==> config.mk <==
export PLATFORM = sky130hd
export DESIGN_NAME = proc_core_flat
export DESIGN_NICKNAME = d
export VERILOG_FILES = /design/src/rtl/proc_pkg.sv /design/src/rtl/proc_if.sv /design/src/rtl/proc_alu.sv /design/src/rtl/proc_core.sv /design/src/flat_wrapper.sv
export SDC_FILE = /design/constraint.sdc
export NUM_CORES = 1
export LEC_CHECK = 0
export ABC_AREA = 0
export CORE_ASPECT_RATIO = 2
export CORE_MARGIN = 4
export CORE_UTILIZATION = 66
export CTS_CLUSTER_DIAMETER = 40
export DETAILED_ROUTE_END_ITERATION = 12
export GPL_TIMING_DRIVEN = 0
export PLACE_DENSITY_LB_ADDON = 0.15
export SYNTH_ARGS = -nofsm -noshare
export SYNTH_HDL_FRONTEND = slang
export SYNTH_SLANG_ARGS = --single-unit
==> constraint.sdc <==
create_clock -name clk -period 6.9 [get_ports clk]
set_input_delay 1.38 -clock clk [delete_from_list [all_inputs] [get_ports clk]]
set_output_delay 1.38 -clock clk [all_outputs]
set_load 0.02 [all_outputs]
==> src/rtl/proc_pkg.sv <==
// Shared opcodes, step codes and ALU op codes for the multi-cycle core.
package proc_pkg;

    localparam logic [2:0] OP_MV   = 3'b000;
    localparam logic [2:0] OP_MVI  = 3'b001;
    localparam logic [2:0] OP_ADD  = 3'b010;
    localparam logic [2:0] OP_SUB  = 3'b011;
    localparam logic [2:0] OP_AND  = 3'b100;
    localparam logic [2:0] OP_XOR  = 3'b101;
    localparam logic [2:0] OP_MVNZ = 3'b110;

    typedef enum logic [1:0] {T0 = 2'd0, T1 = 2'd1, T2 = 2'd2, T3 = 2'd3} step_e;

    typedef enum logic [1:0] {ALU_ADD, ALU_SUB, ALU_AND, ALU_XOR} alu_op_e;

    function automatic alu_op_e alu_op_f(input logic [2:0] op);
        case (op)
            OP_SUB:  return ALU_SUB;
            OP_AND:  return ALU_AND;
            OP_XOR:  return ALU_XOR;
            default: return ALU_ADD;
        endcase
    endfunction

endpackage

==> src/rtl/proc_if.sv <==
// Core I/O bundle: run/din in, bus/status/debug out. zflag exists only with PROC_ZFLAG_EN.
interface proc_if #(
    parameter int DATA_W  = 9,
    parameter int REG_NUM = 8
);
    localparam int RIDX_W = $clog2(REG_NUM);

    logic              run;
    logic [DATA_W-1:0] din;
    logic [RIDX_W-1:0] dbg_sel;
    logic [DATA_W-1:0] dbg_q;
    logic [DATA_W-1:0] bus;
    logic              busy;
    logic              done;
`ifdef PROC_ZFLAG_EN
    logic              zflag;
`endif

    modport master (
        output run, din, dbg_sel,
        input
`ifdef PROC_ZFLAG_EN
        zflag,
`endif
        dbg_q, bus, busy, done
    );

    modport slave (
        input run, din, dbg_sel,
        output
`ifdef PROC_ZFLAG_EN
        zflag,
`endif
        dbg_q, bus, busy, done
    );

endinterface

==> src/rtl/proc_alu.sv <==
// Combinational A op B (add/sub/and/xor), wrapping; zero flag only with PROC_ZFLAG_EN.
module proc_alu
    import proc_pkg::*;
#(
    parameter int DATA_W = 9
) (
    input  alu_op_e           op_i,
    input  logic [DATA_W-1:0] a_i,
    input  logic [DATA_W-1:0] b_i,
    output logic [DATA_W-1:0] res_o
`ifdef PROC_ZFLAG_EN
    ,
    output logic              zero_o
`endif
);

    always_comb begin
        res_o = '0;
        case (op_i)
            ALU_ADD: res_o = a_i + b_i;
            ALU_SUB: res_o = a_i - b_i;
            ALU_AND: res_o = a_i & b_i;
            ALU_XOR: res_o = a_i ^ b_i;
            default: res_o = '0;
        endcase
    end

`ifdef PROC_ZFLAG_EN
    assign zero_o = (res_o == '0);
`endif

endmodule

==> src/rtl/proc_core.sv <==
// Multi-cycle core: register file, A/G/IR, step sequencer and bus mux; ALU in proc_alu.
// Optional PROC_ZFLAG_EN adds the zero flag and the mvnz opcode.
module proc_core
    import proc_pkg::*;
#(
    parameter int DATA_W  = 9,
    parameter int REG_NUM = 8
) (
    input  logic  clk,
    input  logic  resetn,
    proc_if.slave p
);
    localparam int RIDX_W = $clog2(REG_NUM);
    localparam int IR_W   = 3 + 2 * RIDX_W;

    step_e                          step_q;
    logic [IR_W-1:0]                ir_q;
    logic [DATA_W-1:0]              a_q, g_q;
    logic [REG_NUM-1:0][DATA_W-1:0] r_q;
`ifdef PROC_ZFLAG_EN
    logic                           zflag_q;
    logic                           alu_zero;
`endif

    logic [2:0]        op;
    logic [RIDX_W-1:0] rx, ry;
    logic [DATA_W-1:0] bus_d, alu_res;
    logic              done_d, r_we, a_we, g_we;

    assign op = ir_q[IR_W-1 -: 3];
    assign rx = ir_q[2*RIDX_W-1 -: RIDX_W];
    assign ry = ir_q[RIDX_W-1:0];

    // One bus source and at most one write enable per step.
    always_comb begin
        bus_d  = '0;
        done_d = 1'b0;
        r_we   = 1'b0;
        a_we   = 1'b0;
        g_we   = 1'b0;
        case (step_q)
            T1: begin
                case (op)
                    OP_MV:  begin bus_d = r_q[ry]; r_we = 1'b1; done_d = 1'b1; end
                    OP_MVI: begin bus_d = p.din;   r_we = 1'b1; done_d = 1'b1; end
                    OP_ADD, OP_SUB, OP_AND, OP_XOR: begin
                        bus_d = r_q[rx];
                        a_we  = 1'b1;
                    end
`ifdef PROC_ZFLAG_EN
                    OP_MVNZ: begin bus_d = r_q[ry]; r_we = ~zflag_q; done_d = 1'b1; end
`endif
                    default: done_d = 1'b1;
                endcase
            end
            T2: begin bus_d = r_q[ry]; g_we = 1'b1; end
            T3: begin bus_d = g_q; r_we = 1'b1; done_d = 1'b1; end
            default: ;
        endcase
    end

    proc_alu #(.DATA_W(DATA_W)) u_alu (
        .op_i  (alu_op_f(op)),
        .a_i   (a_q),
        .b_i   (bus_d),
        .res_o (alu_res)
`ifdef PROC_ZFLAG_EN
        ,
        .zero_o(alu_zero)
`endif
    );

    always_ff @(posedge clk) begin
        if (!resetn) begin
            step_q <= T0;
            ir_q   <= '0;
            a_q    <= '0;
            g_q    <= '0;
            r_q    <= '0;
`ifdef PROC_ZFLAG_EN
            zflag_q <= 1'b0;
`endif
        end else begin
            if (step_q == T0) begin
                if (p.run) begin
                    ir_q   <= p.din[IR_W-1:0];
                    step_q <= T1;
                end
            end else begin
                step_q <= done_d ? T0 : step_e'(step_q + 2'd1);
            end
            if (r_we) r_q[rx] <= bus_d;
            if (a_we) a_q <= bus_d;
            if (g_we) begin
                g_q <= alu_res;
`ifdef PROC_ZFLAG_EN
                zflag_q <= alu_zero;
`endif
            end
        end
    end

    // Outputs are forced quiet while reset is held, even before the first reset edge.
    assign p.bus   = resetn ? bus_d : '0;
    assign p.done  = resetn & done_d;
    assign p.busy  = resetn & (step_q != T0);
    assign p.dbg_q = r_q[p.dbg_sel];
`ifdef PROC_ZFLAG_EN
    assign p.zflag = zflag_q;
`endif

endmodule

==> src/flat_wrapper.sv <==
// flat-port wrapper written by rule: the top's interface ports become plain ports
module proc_core_flat import proc_pkg::*;
#(
    parameter int DATA_W  = 9,
    parameter int REG_NUM = 8
)
  (clk, resetn, p_run, p_din, p_dbg_sel, p_dbg_q, p_bus, p_busy, p_done);
  proc_if #(.DATA_W(DATA_W), .REG_NUM(REG_NUM)) p_i ();
  input  logic clk;
  input  logic resetn;
  input wire logic [$bits(p_i.run)-1:0] p_run;
  input wire logic [$bits(p_i.din)-1:0] p_din;
  input wire logic [$bits(p_i.dbg_sel)-1:0] p_dbg_sel;
  output wire logic [$bits(p_i.dbg_q)-1:0] p_dbg_q;
  output wire logic [$bits(p_i.bus)-1:0] p_bus;
  output wire logic [$bits(p_i.busy)-1:0] p_busy;
  output wire logic [$bits(p_i.done)-1:0] p_done;
  assign p_i.run = p_run;
  assign p_i.din = p_din;
  assign p_i.dbg_sel = p_dbg_sel;
  assign p_dbg_q = p_i.dbg_q;
  assign p_bus = p_i.bus;
  assign p_busy = p_i.busy;
  assign p_done = p_i.done;
  proc_core #(.DATA_W(DATA_W), .REG_NUM(REG_NUM)) u_core (.clk(clk), .resetn(resetn), .p(p_i));
endmodule
==> impl_metrics.toml <==
[run_status]
status = "complete, no violations"

[detailed_routing]
via_count = 6923
vias_per_cell = 7.227
wl_per_cell_um = 26.07
ant_nets = 0
drtPass1Iterations = 5
drc = 0
drtIter0Drc = 759
wl_um = 24970

[synth]
synth.most_common_cell = "nor2_1"
yosysUniqueCellTypes = 58
yosysSeqAreaShare = 0.3075
synth_area_leaders = "dfxtp_1 31%, mux4_2 14%, a21oi_1 7.7%"
async_flop_share = 0
synth_top_area_share = 0.3075
synth_seq_cells = 101
synth_top_area_cell = "dfxtp_1"
synth_common_cells = "103 x nor2_1, 101 x a21oi_1, 101 x dfxtp_1"
syn_inst = 780
ys_warn_count = 0
netlist_area_mm2 = 0.006575
avgSynthCellArea_um2 = 8.430
syn-num-nets = 819
synth_edf_count = 0
synth-main-ff-cell = "dfxtp_1"

[timing]
max_freq_ghz = 0.1625
period_share = 0.8920
finalHoldViolCount = 0
relSlewSlack = 0.3520
finalClockSkew_ns = 0.008059
worst_pin_slew_ns = 0.9721
period_needed_ns = 6.155
tns_ns = 0
rsz0062_at_grt = "no"
drv_slew = 0
setup_violations = 0

[worst_hold_path]
holdPathEnd = "u_core.a_q[5]"
hp-class = "reg -> reg"
worstHoldStart = "u_core.a_q[5]"
holdPathStages = 2

[setup_path]
r2r_start = "u_core.ir_q[5]"
start_kind = "flop"
r2r_end = "u_core.g_q[8]"
crit_fanout = 10
end_kind = "flop"
rrSetupSlack_ns = 0.75
critPathKind = "reg -> reg"
cpPeakStageDelay_ns = 0.64
critPathSlowestCell = "buf_1"
cp_cell_sequence = "buf_2 -> buf_1 -> inv_1 -> o32ai_1 -> a211oi_1 -> o221a_2 -> buf_2 -> nor2_1 -> inv_1 -> ha_1 -> mux2i_1 -> fa_1 -> a21o_1 -> a21oi_1 -> nor2b_1 -> o21a_1 -> o41ai_1 -> xnor2_1 -> o211a_1 -> or3_1"
arrival_ns = 6.40
reg2regPathDepth = 20
cp_data_required_time_ns = 7.14

[clock_network]
postCtsHoldBufs = 0
clk_latency_ns = 0.36
cts-root-buf = "clkbuf_16"
cts.sinks = 101
htree_levels = 3
post_cts_buffers = 0
clk_pin_slew_ns = 0.07
cts_made_buffers = 9
cts_resized = 0
cts_tree = "built"
ctsLongestPathBuffers = 2

[die]
die_w_um = 78.58
dieArea_mm2 = 0.01172
io-pin-count = 35
die_y_um = 149.2
rows = 51
initial_core_util = 0.6735
coreArea_mm2 = 0.009763

[pwr]
power_density_mw_per_mm2 = 198.9
finalPower_mw = 1.460
leakage_nw = 2.580
seqPwrFrac = 0.410
combPwrFrac = 0.226
p_sw_mw = 0.4856
p_sw_frac = 0.3327
p_int_mw = 0.9741
irDropWorstVdd_v = 0.0001571
clockPowerShare = 0.365

[layout]
n_antenna_cell = 0
fin_nets = 860
stdcell_area_mm2 = 0.007340
drive_gt1_frac = 0.1150
syn2layout_area_growth_pct = 11.63

[job]
cap_violations = 0

[place]
dp.final_hpwl_um = 18200
place.gp.congestion = 1.060
placed_area_mm2 = 0.007041
port-buffer-count = 30

[global_routing]
grt_max_degree = 18
grt_pass1_vias = 6740
antenna_found_initial = 0
grt_overflow = 0
grt_pass1_wl_um = 37580
track_usage = 0.4338
power groups by stage:
stage                     Combinational [mW]  Sequential (mW)  Clock, mW
after floorplan                        0.206            0.609          0
after global placement                 0.305            0.611          0
after detailed placement               0.311            0.611          0
after CTS                              0.314            0.598      0.526
after global routing                   0.341            0.599      0.548
final                                  0.329            0.598      0.533
metal layers:
| metal | track usage | share of wire | vias up |
|---|---|---|---|
| li1 | - | - | 2887 |
| met1 | 0.4369 | 0.30 | 3156 |
| met2 | 0.7066 | 0.48 | 644 |
| met3 | 0.1203 | 0.11 | 236 |
| met4 | 0.4037 | 0.11 | 0 |
| met5 | 0 | 0 | - |
worst max-delay path by stage:
stage                     cells past startpoint       endpoint      startpoint  slack, ns
after global routing                         20  u_core.g_q[8]  u_core.ir_q[5]       0.57
after CTS                                    20  u_core.g_q[8]  u_core.ir_q[5]       0.88
after global placement                       20  u_core.g_q[8]  u_core.ir_q[5]       1.03
after detailed placement                     20  u_core.g_q[8]  u_core.ir_q[5]       0.93
after floorplan                               4     p_dbg_q[7]    p_dbg_sel[1]       2.35
final                                        20  u_core.g_q[8]  u_core.ir_q[5]       0.75
cell families (layout without fill, tap and decap cells):
group | count (synthesis) | after routing | share of synthesized area
mux | 96 | 96 | 0.2282
flops | 101 | 101 | 0.3075
buf+inv | 92 | 138 | 0.05537
fa+ha+maj | 24 | 24 | 0.04681
compound gates | 171 | 171 | 0.1562
simple gates | 282 | 282 | 0.1873
xor+xnor | 14 | 14 | 0.01865
layout by cell type (no fill, tap or decap), drive strengths merged, types with 3 or more instances in the layout:
master / count
a211oi: 5
nor2: 103
or3: 4
buf: 22
xnor2: 9
o211ai: 3
inv: 23
mux2i: 37
mux2: 18
o21ai: 19
a22oi: 8
a22o: 3
dfxtp: 101
a21oi: 101
xor2: 5
clkdlybuf4s50: 30
a31oi: 3
mux4: 41
o221a: 4
nor2b: 6
clkbuf: 60
nor3: 11
or2: 5
nand3b: 3
a221o: 3
ha: 23
nand3: 48
nand2: 89
per-stage QoR:
stage	std cells	util	setup WS, ns	hold slack, ns
floorplan	780	-	2.353	0.4515
global placement	942	0.7211	1.032	0.4642
detailed placement	942	0.7211	0.9339	0.4705
CTS	958	0.7518	0.8848	0.4798
global route	958	0.7518	0.5706	0.5039
finish	958	0.7518	0.7453	0.4841
sequential cells by signal, indices dropped and copies added (netlist names):
signal	flops
u_core.r_q	72
u_core.a_q	9
u_core.g_q	9
u_core.ir_q	9
u_core.step_q	2
layout make-up:
type                    instances  area [µm²]
flip-flops and latches        101        2022
fillers                       766        2424
multi-input cells             587        4189
well taps                     132       165.2
plain buffers                  72       289.0
clock inverters                 6       70.07
inverters                      20       75.07
clock buffers                  10       229.0
repair buffers                 30       300.3
worst max-delay path, delay by kind of cell, from the launching register on:
kind | cells | cell delay [ns]
AOI/OAI and AO/OA | 8 | 1.97
buffers and inverters | 5 | 1.61
and+or+nand+nor | 3 | 1.01
adders and majority gates | 2 | 0.80
DFF | 1 | 0.34
xor gates and xnor gates | 1 | 0.21
muxes | 1 | 0.11
(Power assumes the default switching activity.)
